--- src/rtl/i2c_reg_pkg.sv ---
// Shared widths, transfer-direction codes and default parameter values for
// the i2c_slave register bank.
package i2c_reg_pkg;

  localparam int I2C_BYTE_W = 8;
  localparam int I2C_ADDR_W = 8;

  localparam logic DIR_WRITE = 1'b0;
  localparam logic DIR_READ  = 1'b1;

  localparam logic [I2C_BYTE_W-1:0] UNMAPPED_VAL_DEFAULT = 8'h00;
  localparam int                    SNAP_TIMEOUT_DEFAULT = 1024;

  typedef logic [I2C_BYTE_W-1:0] byte_t;
  typedef logic [I2C_ADDR_W-1:0] addr_t;

  function automatic byte_t sat_inc(input byte_t v);
    return (v == '1) ? v : v + 8'd1;
  endfunction

endpackage

--- src/rtl/i2c_ro_snapshot.sv ---
// Shadow copy of the read-only bytes. The copy freezes while a host walks
// through the RO region and is released on the last byte, a write or a timeout.
module i2c_ro_snapshot
  import i2c_reg_pkg::*;
#(
  parameter int RW_CNT       = 4,
  parameter int RO_CNT       = 3,
  parameter int SNAP_TIMEOUT = SNAP_TIMEOUT_DEFAULT
) (
  input  logic                         mod_clk,
  input  logic                         rst_n,
  input  logic                         commit_i,
  input  logic                         dir_i,
  input  logic [I2C_ADDR_W-1:0]        addr_i,
  input  logic [RO_CNT*I2C_BYTE_W-1:0] ro_data_i,
  output logic [RO_CNT*I2C_BYTE_W-1:0] ro_shadow_o,
  output logic                         snap_active_o
);

  localparam int              CNT_W    = (SNAP_TIMEOUT > 1) ? $clog2(SNAP_TIMEOUT) : 1;
  localparam logic [CNT_W-1:0] CNT_LAST = CNT_W'(SNAP_TIMEOUT - 1);

  logic [RO_CNT*I2C_BYTE_W-1:0] shadow_q;
  logic                         snap_q, snap_d;
  logic [CNT_W-1:0]             cnt_q, cnt_d;
  logic                         in_ro, is_last;

  assign in_ro   = (int'(addr_i) >= RW_CNT) && (int'(addr_i) < RW_CNT + RO_CNT);
  assign is_last = (int'(addr_i) == RW_CNT + RO_CNT - 1);

  always_comb begin
    // NOTE: defaults first, so every path assigns every output and no latch is inferred.
    snap_d = snap_q;
    cnt_d  = cnt_q;
    if (commit_i) begin
      cnt_d = '0;
      if (dir_i == DIR_WRITE) begin
        snap_d = 1'b0;
      end else if (is_last) begin
        snap_d = 1'b0;
      end else if (in_ro) begin
        snap_d = 1'b1;
      end
    end else if (snap_q) begin
      if (cnt_q == CNT_LAST) begin
        snap_d = 1'b0;
        cnt_d  = '0;
      end else begin
        cnt_d = cnt_q + 1'b1;
      end
    end
  end

  always_ff @(posedge mod_clk or negedge rst_n) begin
    // NOTE: non-blocking assignments here so every register samples pre-edge values.
    if (!rst_n) begin
      shadow_q <= '0;
      snap_q   <= 1'b0;
      cnt_q    <= '0;
    end else begin
      if (!snap_q) shadow_q <= ro_data_i;
      snap_q <= snap_d;
      cnt_q  <= cnt_d;
    end
  end

  assign ro_shadow_o   = shadow_q;
  assign snap_active_o = snap_q;

endmodule

--- src/rtl/i2c_reg_bank.sv ---
// Byte-addressed register bank behind i2c_slave: RW registers with write
// strobes, snapshotted RO bytes, unmapped fill value and an illegal-write counter.
module i2c_reg_bank
  import i2c_reg_pkg::*;
#(
  parameter int                         RW_CNT       = 4,
  parameter int                         RO_CNT       = 3,
  parameter logic [RW_CNT*I2C_BYTE_W-1:0] RW_INIT    = {8'h01, 8'h02, 8'h03, 8'h04},
  parameter logic [I2C_BYTE_W-1:0]      UNMAPPED_VAL = UNMAPPED_VAL_DEFAULT,
  parameter int                         SNAP_TIMEOUT = SNAP_TIMEOUT_DEFAULT
) (
  input  logic                         mod_clk,
  input  logic                         rst_n,
  input  logic [I2C_ADDR_W-1:0]        i2c_reg_addr,
  input  logic [I2C_BYTE_W-1:0]        i2c_data_out,
  input  logic                         i2c_data_transfer_dir,
  input  logic                         i2c_data_transfer_done,
  output logic [I2C_BYTE_W-1:0]        i2c_data_in,
  input  logic [RO_CNT*I2C_BYTE_W-1:0] ro_data,
  output logic [RW_CNT*I2C_BYTE_W-1:0] rw_data,
  output logic [RW_CNT-1:0]            rw_wr_strobe,
  output logic                         snap_active,
  output logic [I2C_BYTE_W-1:0]        err_cnt
);

  logic                         done_q;
  logic                         commit, wr_commit, in_rw;
  byte_t                        rw_q [RW_CNT];
  byte_t                        rw_d [RW_CNT];
  logic [RW_CNT-1:0]            strobe_q, strobe_d;
  byte_t                        err_q, err_d;
  byte_t                        rd_q, rd_d;
  logic [RO_CNT*I2C_BYTE_W-1:0] ro_shadow;

  // done_q resets high so a done level already present at reset release never commits.
  assign commit    = i2c_data_transfer_done & ~done_q;
  assign wr_commit = commit && (i2c_data_transfer_dir == DIR_WRITE);
  assign in_rw     = int'(i2c_reg_addr) < RW_CNT;

  i2c_ro_snapshot #(
    .RW_CNT      (RW_CNT),
    .RO_CNT      (RO_CNT),
    .SNAP_TIMEOUT(SNAP_TIMEOUT)
  ) u_snapshot (
    .mod_clk      (mod_clk),
    .rst_n        (rst_n),
    .commit_i     (commit),
    .dir_i        (i2c_data_transfer_dir),
    .addr_i       (i2c_reg_addr),
    .ro_data_i    (ro_data),
    .ro_shadow_o  (ro_shadow),
    .snap_active_o(snap_active)
  );

  always_comb begin
    rw_d     = rw_q;
    strobe_d = '0;
    err_d    = err_q;
    if (wr_commit) begin
      if (in_rw) begin
        for (int i = 0; i < RW_CNT; i++) begin
          if (int'(i2c_reg_addr) == i) begin
            rw_d[i]               = i2c_data_out;
            strobe_d[RW_CNT-1-i]  = 1'b1;
          end
        end
      end else begin
        err_d = sat_inc(err_q);
      end
    end
  end

  always_comb begin
    rd_d = UNMAPPED_VAL;
    for (int i = 0; i < RW_CNT; i++) begin
      if (int'(i2c_reg_addr) == i) rd_d = rw_q[i];
    end
    for (int j = 0; j < RO_CNT; j++) begin
      if (int'(i2c_reg_addr) == RW_CNT + j) rd_d = ro_shadow[(RO_CNT-1-j)*I2C_BYTE_W +: I2C_BYTE_W];
    end
  end

  always_ff @(posedge mod_clk or negedge rst_n) begin
    if (!rst_n) begin
      done_q   <= 1'b1;
      // NOTE: these bytes are individual control registers, not a RAM, so each gets its RW_INIT reset value.
      for (int i = 0; i < RW_CNT; i++) begin
        rw_q[i] <= RW_INIT[(RW_CNT-1-i)*I2C_BYTE_W +: I2C_BYTE_W];
      end
      strobe_q <= '0;
      err_q    <= '0;
      rd_q     <= '0;
    end else begin
      done_q   <= i2c_data_transfer_done;
      rw_q     <= rw_d;
      strobe_q <= strobe_d;
      err_q    <= err_d;
      rd_q     <= rd_d;
    end
  end

  for (genvar gi = 0; gi < RW_CNT; gi++) begin : g_pack
    assign rw_data[(RW_CNT-1-gi)*I2C_BYTE_W +: I2C_BYTE_W] = rw_q[gi];
  end

  assign rw_wr_strobe = strobe_q;
  assign err_cnt      = err_q;
  assign i2c_data_in  = rd_q;

endmodule

--- config.mk ---
export PLATFORM = sky130hd
export DESIGN_NAME = i2c_reg_bank
export DESIGN_NICKNAME = d
export VERILOG_FILES = /design/src/rtl/i2c_reg_pkg.sv /design/src/rtl/i2c_ro_snapshot.sv /design/src/rtl/i2c_reg_bank.sv
export SDC_FILE = /design/constraint.sdc
export NUM_CORES = 1
export LEC_CHECK = 0
export ABC_CLOCK_PERIOD_IN_PS = 2000
export BUFFER_PORTS_ARGS = -buffer_cell sky130_fd_sc_hd__clkbuf_2
export CORE_MARGIN = 5
export CORE_UTILIZATION = 45
export CTS_CLUSTER_DIAMETER = 100
export CTS_CLUSTER_SIZE = 16
export DETAILED_ROUTE_END_ITERATION = 10
export GPL_TIMING_DRIVEN = 0
export MAX_ROUTING_LAYER = met4
export PLACE_DENSITY = 0.79
export REMOVE_ABC_BUFFERS = 1
export SETUP_SLACK_MARGIN = 0.2
export SLEW_MARGIN = 20
export SYNTH_ARGS = -nofsm -noshare
export SYNTH_HDL_FRONTEND = slang
export SYNTH_HIERARCHICAL = 1
export SYNTH_SLANG_ARGS = --single-unit
--- constraint.sdc ---
create_clock -name mod_clk -period 2 [get_ports mod_clk]
set_input_delay 0.2 -clock mod_clk [delete_from_list [all_inputs] [get_ports mod_clk]]
set_output_delay 0.2 -clock mod_clk [all_outputs]
set_load 0.01 [all_outputs]
======== Word-level counts from Yosys, hierarchy flattened ========
Cells that the tools add are included.
cells by class
  add/subtract/negate cells ............... 2
  magnitude comparators ................... 3
  equality and inequality tests ........... 9
  muxes and demuxes ....................... 22
  bitwise logic cells ..................... 5
  reduce and logical (&&, ||, !) cells .... 9
operators by type and width
  kind                   number
  $mux 8                 7
  $mux 10                3
  $eq 8x4->1 const B     3
  $eq 8x3->1 const B     2
  $lt 8x3->1 const B     2
  $reduce_and 3->1       5
  $add 10x1->10 const B  1
  $eq 10x10->1 const B   1
  $mux 1                 10
  $add 8x1->8 const B    1
  $eq 8x2->1 const B     1
  $eq 8x8->1 const B     1
  $ge 8x3->1 const B     1
  $logic_not 8->1        1
  $mux 4                 2
  $ne 4x2->1 const B     1
  $not 1->1              4
  $logic_and 1x1->1      2
  $reduce_bool 2->1      1
  $and 1x1->1            1
word-level totals
  bits in registers ....................... 88
  input bits .............................. 44
  output and inout bits ................... 53
  word-level logic and storage cells ...... 61

======== Depth between registers and ports, before layout ========
Gate-level depths: netlist of the first run.
  depth after elaboration ................. 8
  depth in mapped cells ................... 6
  mapped depth without buffers ............ 5

======== Modules after synthesis ========
Netlist of the first run, hierarchy kept.
by module, submodules not included
  module           instances  cells each  area an instance (sq um)  seq. area each (sq um)
  i2c_reg_bank     1          178         2,541.2                   1,333.8
  i2c_ro_snapshot  1          122         1,547.7                   875.8

======== Least setup slack after synthesis of the first run ========
No wires, ideal clock.
  path type ............................... flip-flop to flip-flop
  from .................................... reg done_q
  to ...................................... reg rw_q, in the netlist rw_data[0]
  library setup time ...................... 0.125 ns
  data arrival time ....................... 1.539 ns
  data required time ...................... 1.875 ns
  path slack .............................. 0.336 ns
  stages on the path, launching flop included .. 6
  path buffers ............................ 1
  period minus slack after synthesis ...... 1.664 ns
  path through ............................ dfstp_2 nor3b_1 nand3_2 or3_1 buf_4 mux2_4
on the way
  cells in the longest elaborated chain, start to end .. 4
RTL lines
  element                          line                text
  from (decl)                      i2c_reg_bank.sv:26  logic done_q;
  from (signal assigned)           i2c_reg_bank.sv:94  done_q <= i2c_data_transfer_done;
  $not 1->1                        i2c_reg_bank.sv:36  assign commit = i2c_data_transfer_done & ~done_q;
  $and 1x1->1                      i2c_reg_bank.sv:36
  $logic_and 1x1->1                i2c_reg_bank.sv:37  assign wr_commit = commit && (i2c_data_transfer_dir == DIR_WRITE);
  $reduce_and 3->1 (no line)       --
  to (signal, indexed assignment)  i2c_reg_bank.sv:88  rw_q[i] <= RW_INIT[(RW_CNT-1-i)*I2C_BYTE_W +: I2C_BYTE_W];
  to (signal assigned)             i2c_reg_bank.sv:95  rw_q <= rw_d;
  to (decl)                        i2c_reg_bank.sv:28  byte_t rw_q [RW_CNT];
Every way passes these cells.
A chain may end at the register's enable or synchronous reset.

======== Worst setup path after layout of the first run ========
  from .................................... reg done_q
  to ...................................... reg rw_q, in the netlist rw_data[22]
Same word-level chain as after synthesis.

==> results of run 1 <==
==> power by group through the flow <==
| stage | combinational (mW) | sequential [mW] | clock (mW) |
|---|---|---|---|
| 2_1_floorplan | 0.163 | 2.02 | 0 |
| 3_3_place_gp | 0.365 | 2.00 | 0 |
| 3_5_place_dp | 0.386 | 2.01 | 0 |
| 4_1_cts | 0.393 | 1.98 | 1.29 |
| 5_1_grt | 0.432 | 2.00 | 1.38 |
| 6_report | 0.387 | 1.98 | 1.26 |
==> final cells by class <==
type / count / area (um2)
clock inverter: 5 / 63.8
clock buffer: 11 / 141
multi-input combinational: 194 / 1840
fill: 708 / 3850
tap: 108 / 135
sequential: 88 / 2210
timing repair buffer: 101 / 544
inverter: 6 / 22.5
==> metrics by stage <==
stage	TNS [ps]	worst slack, ps	util [%]	power [mW]	area, um2
global placement	-30090	-386	52.5	2.37	4620
global route	0	169	56.3	3.80	4960
CTS	0	186	55.8	3.66	4920
floorplan	0	41.7	-	2.18	4010
finish	0	257	56.3	3.63	4960
detailed placement	-11990	-432	52.6	2.40	4630
==> metal layers <==
layer  up-vias  track usage (%)
li1       1311                -
met1      1461             23.6
met2       102             26.9
met3        12             4.28
met4         0             6.47
met5         -                -
==> placed cells by master, fill, tap and decap left out, types with 8 or more instances in the layout <==
master / count
clkbuf_2: 94
clkbuf_8: 11
dfrtp_1: 81
mux2_2: 36
mux2_4: 24
mux2i_1: 8
mux4_2: 8
nand2_1: 16
nand3_1: 19
o211ai_1: 9
==> how the worst min path moves through the flow <==
stage,from,slack [ps],end,cells past startpoint
after floorplan,rst_n,-100,err_cnt[0],0
after global placement,i2c_data_transfer_done,310,done_q,1
after detailed placement,rst_n,310,err_cnt[3],1
after CTS,ro_data[9],70,u_snapshot/ro_shadow_o[9],2
after global routing,ro_data[10],60,u_snapshot/ro_shadow_o[10],2
final,ro_data[9],80,u_snapshot/ro_shadow_o[9],2
==> worst max-delay path, delay by kind of cell (launching register included) <==
| family | cells | cell delay (ps) |
|---|---|---|
| buffers and inverters | 2 | 380 |
| multiplexers | 1 | 330 |
| flip-flops | 1 | 390 |
| AND/OR/NAND/NOR | 3 | 540 |
==> timing repair <==
action,in CTS,in global routing
setup buffers,2,1
pin swaps,1,3
hold buffers,2,0
cloned,0,2
setup endpoints to repair,37,28
endpoints found under the hold margin,83,0
resized for setup,7,5
==> logic make-up after synthesis <==
group                      after synthesis  share of synthesized area [%]
AOI/OAI and AO/OA                       26                           4.59
adders and majority gates                2                          0.612
muxes                                   76                           25.1
xor gates and xnor gates                 7                           1.50
DFF                                     88                           54.0
and+or+nand+nor                         81                           11.7
buffers and inverters                   20                           2.51
==> sequential cells by signal, indices dropped and copies added, names as in the netlist <==
name,count
u_snapshot/snap_active_o,1
u_snapshot/cnt_q,10
i2c_data_in,8
rw_data,32
u_snapshot/ro_shadow_o,24
rw_wr_strobe,4
err_cnt,8
done_q,1
==> out/metrics.csv, run 1 <==
stage,metric,value,unit
synth,syn-cell-area,4090,um2
synth,postSynthAreaPerCell,13.6,um2
global_route,grt_antenna_before_repair,0,
routing,drt_first_pass_iters,4,
power,p_clk_share,34.8,%
routing,wl_met3,603,um
timing,slew_viol_final,0,
global_route,grt.overflow.total,0,
synth,yosys-top-cells-area,"dfrtp_1 (50%), mux2_2 (9.9%), mux2_4 (8.8%)",
routing,routedLengthMet1,4.29,mm
routing,highest_layer,met4,
setup_path,worstPathCellList,nor3b_2 -> nand3_2 -> buf_4 -> nor3_4 -> buf_12 -> mux2_2,
setup_path,end_kind,flip-flop,
synth,ys_top_cells_by_count,"dfrtp_1 (82), mux2_2 (36), mux2_4 (24)",
setup_path,worstPathRequired,2240,ps
synth,ys_seq_area_share,54.0,%
power,p_leak,2.39,nW
run,drv_cap,0,
setup_path,slowest_delay,390,ps
setup_path,regToRegEndpoint,rw_data[22],
place,routabilityCongestion,0.860,
setup_path,r2r-start,done_q,
power,vdd.ir_drop.worst,0.431,mV
timing,setup_viol,0,
clock_network,path_clk_slew,80,ps
clock_network,h-tree-depth,3,
synth,async_reset_ff_share,100,%
setup_path,r2r_slack,260,ps
routing,vias,2886,
power,p_seq_share,54.5,%
synth,synth-edff-count,0,
clock_network,numCtsBuffers,9,
synth,synth_top_flop_cell,dfrtp_1,
place,dp_hpwl,6.44,mm
layout,final_cells,513,
routing,wl,9.49,mm
die,die_area,11100,um2
timing,relSlewSlack,54.2,%
setup_path,slowest_stage,dfstp_2,
synth,yosysMostFrequentCell,dfrtp_1,
clock_network,clk_latency,350,ps
timing,whs,76.0,ps
routing,ant_nets,0,
setup_path,critPathMaxFanout,8,
layout,nNetsFinal,446,
timing,fin_crit_sh,87.2,%
clock_network,cts_tree,built,
die,die_w,105,um
layout,post_route_cells_drive_above_1_share,50.9,%
timing,rsz0062_at_grt,yes,
die,io_pins,97,
synth,post_synth_num_cell_types,48,
routing,met2_length,4.45,mm
setup_path,startpoint,done_q,
synth,ys_warn_count,6,
power,pwr-share-comb,10.7,%
power,p_per_area,732,nW/um2
timing,fmax,574,MHz
layout,diodes,0,
timing,finClkSkew,9.17,ps
setup_path,r2r_cells,6,
die,start_util,46.4,%
timing,final_hold_viol_count,0,
place,numPortBuffers,96,
power,p_sw_share,26.0,%
routing,via_per_inst,5.63,
global_route,grt_pass1_vias,3052,
layout,syn2layout_area_growth,21.2,%
power,p_int,2.69,mW
clock_network,cts_buffer_depth,2,
global_route,grt_start_max_net_pins,89,
clock_network,clock-root-buffer,clkbuf_8,
setup_path,cp-start-kind,flip-flop,
routing,route.detailed.drc,0,
global_route,grt_util_all_layers,17.8,%
die,core_area,8810,um2
synth,syn_inst,300,
clock_network,cts.sinks,88,
place,placed_cells,490,
synth,synth_seq_cells,88,
synth,yosysTopAreaCell,dfrtp_1,
die,rows,34,
hold_path,hold_class,input pin to flip-flop,
timing,tightest_slew,687,ps
setup_path,worstPathArrival,1990,ps
timing,finalWorstPathRequiredPeriod,1740,ps
run_status,status,"complete, no violations",
global_route,grt_pass1_wl,15.4,mm
synth,yosysTopAreaCellShare,50.2,%
die,fp.dieH,105,um
setup_path,setup.worst_path.class,flip-flop to flip-flop,
setup_path,endpoint,rw_data[22],
power,p_switching,0.944,mW
routing,drt-initial-drc-count,192,
routing,routedWlPerCell,18.5,um
(Power assumes the default switching activity.)
==> run 2, diff against run 1 <==
- SETUP_SLACK_MARGIN: 0.2 -> 0.3
==> out/metrics.csv, run 2 (synthesis gave the netlist of run 1 again) <==
stage,metric,value,unit
setup_path,worstPathRequired,2250,ps
timing,finalWorstPathRequiredPeriod,1750,ps
power,p_per_area,722,nW/um2
timing,relSlewSlack,54.1,%
layout,layout_common_cells,"clkbuf_2 (94), dfrtp_1 (81), mux2_4 (32)",
place,placed_cells,490,
timing,rsz0062_at_grt,yes,
layout,final_cells,518,
setup_path,setup.worst_path.class,flip-flop to flip-flop,
timing,worst_slack,250,ps
place,routabilityCongestion,0.860,
run,drv_cap,0,
clock_network,numCtsBuffers,9,
hold_path,hold_class,input pin to flip-flop,
power,p_leak,2.44,nW
layout,syn2layout_area_growth,24.0,%
timing,finClkSkew,8.01,ps
setup_path,crit_family,simple AND/OR/NAND/NOR gates,
place,numPortBuffers,96,
timing,fin_crit_sh,87.5,%
setup_path,endpoint,rw_data[10],
die,io_pins,97,
power,p_total,3.66,mW
setup_path,startpoint,done_q,
setup_path,path_depth,5,
timing,tightest_slew,689,ps
clock_network,clk_latency,360,ps
routing,vias,2941,
layout,nNetsFinal,451,
setup_path,r2r-start,done_q,
routing,drt_first_pass_iters,4,
timing,final_hold_viol_count,0,
place,place_ws,-432,ps
layout,final_core_util,57.6,%
die,core_area,8810,um2
power,vdd.ir_drop.worst,0.434,mV
global_route,grt_antenna_before_repair,0,
setup_path,cp.buffers_inverters,1,
setup_path,slowest_delay,400,ps
routing,via_per_inst,5.68,
global_route,grt_pass1_wl,15.8,mm
setup_path,end_kind,flip-flop,
clock_network,cts_tree,built,
clock_network,cts.sinks,88,
die,die_area,11100,um2
clock_network,cts_buffer_depth,2,
layout,diodes,0,
setup_path,critPathMaxFanout,7,
routing,routedWlPerCell,18.8,um
die,die_w,105,um
setup_path,regToRegEndpoint,rw_data[10],
die,rows,34,
setup_path,r2r_cells,5,
clock_network,clock-root-buffer,clkbuf_8,
routing,route.detailed.drc,0,
timing,slew_viol_final,0,
place,dp_hpwl,6.44,mm
die,fp.dieH,105,um
setup_path,cp-start-kind,flip-flop,
setup_path,worstPathCellList,nor3b_4 -> nand3_4 -> buf_6 -> or3_4 -> mux2_4,
routing,drt-initial-drc-count,204,
clock_network,h-tree-depth,3,
timing,setup_viol,0,
timing,fmax,571,MHz
die,start_util,46.4,%
setup_path,worstPathArrival,2000,ps
global_route,grt_start_max_net_pins,89,
setup_path,slowest_stage,dfstp_2,
layout,largest_reg_flops,32,
layout,post_route_cells_drive_above_1_share,51.7,%
routing,ant_nets,0,
global_route,grt_pass1_vias,3101,
setup_path,r2r_slack,250,ps
global_route,grt_util_all_layers,18.3,%
run_status,status,"complete, no violations",
global_route,grt.overflow.total,0,
clock_network,path_clk_slew,90,ps
routing,wl,9.76,mm
layout,layout_commonest_cell,clkbuf_2,
==> run 2: how the worst min path moves through the flow <==
stage / slack, ps / startpoint / to / cells after the start
4_1_cts: 70 / ro_data[9] / u_snapshot/ro_shadow_o[9] / 2
2_1_floorplan: -100 / rst_n / err_cnt[0] / 0
6_report: 70 / ro_data[16] / u_snapshot/ro_shadow_o[16] / 2
3_5_place_dp: 310 / rst_n / err_cnt[3] / 1
5_1_grt: 60 / ro_data[10] / u_snapshot/ro_shadow_o[10] / 2
3_3_place_gp: 310 / i2c_data_transfer_done / done_q / 1
==> run 2: area by class of cell <==
type                    count  area, um2
multi-input cells         194       1880
well taps                 108        135
repair buffers            106        612
inverters                   6       22.5
fillers                   697       3730
clock buffers              11        141
clock inverters             5       63.8
flip-flops and latches     88       2210
==> run 2: metrics by stage <==
step                hold slack [ps]  cell area, um2  setup TNS [ps]
finish                         73.5            5070               0
floorplan                     -95.6            4010               0
detailed placement              306            4630          -11990
global route                   63.4            5070               0
CTS                            67.0            4980               0
global placement                306            4620          -30090
==> run 2: metal layers <==
| metal | share of wire, % | global-route usage [%] | up-vias |
|---|---|---|---|
| met2 | 48 | 27.2 | 112 |
| met4 | 2.1 | 7.12 | 0 |
| met5 | 0 | - | - |
| li1 | - | - | 1321 |
| met1 | 44 | 24.4 | 1489 |
| met3 | 6.0 | 4.10 | 19 |
==> run 2: power breakdown <==
part,switching [mW],internal (mW)
clock network,0.640,0.621
logic,0.221,0.218
registers,0.0880,1.87
total,0.950,2.71
==> run 2: worst reg2reg max path: stages (launching register included) <==
cell and delay (ps):
dfstp_2 400, nor3b_4 250, nand3_4 150, buf_6 180, or3_4 370, mux2_4 310
==> run 2: repair_timing <==
| item | CTS | global route |
|---|---|---|
| setup buffers | 5 | 3 |
| endpoints found under the hold margin | 83 | 0 |
| resized for setup | 13 | 12 |
| hold buffers | 2 | 0 |
| cloned | 2 | 0 |
| pin swaps | 4 | 3 |
| endpoints found under the setup margin | 44 | 40 |
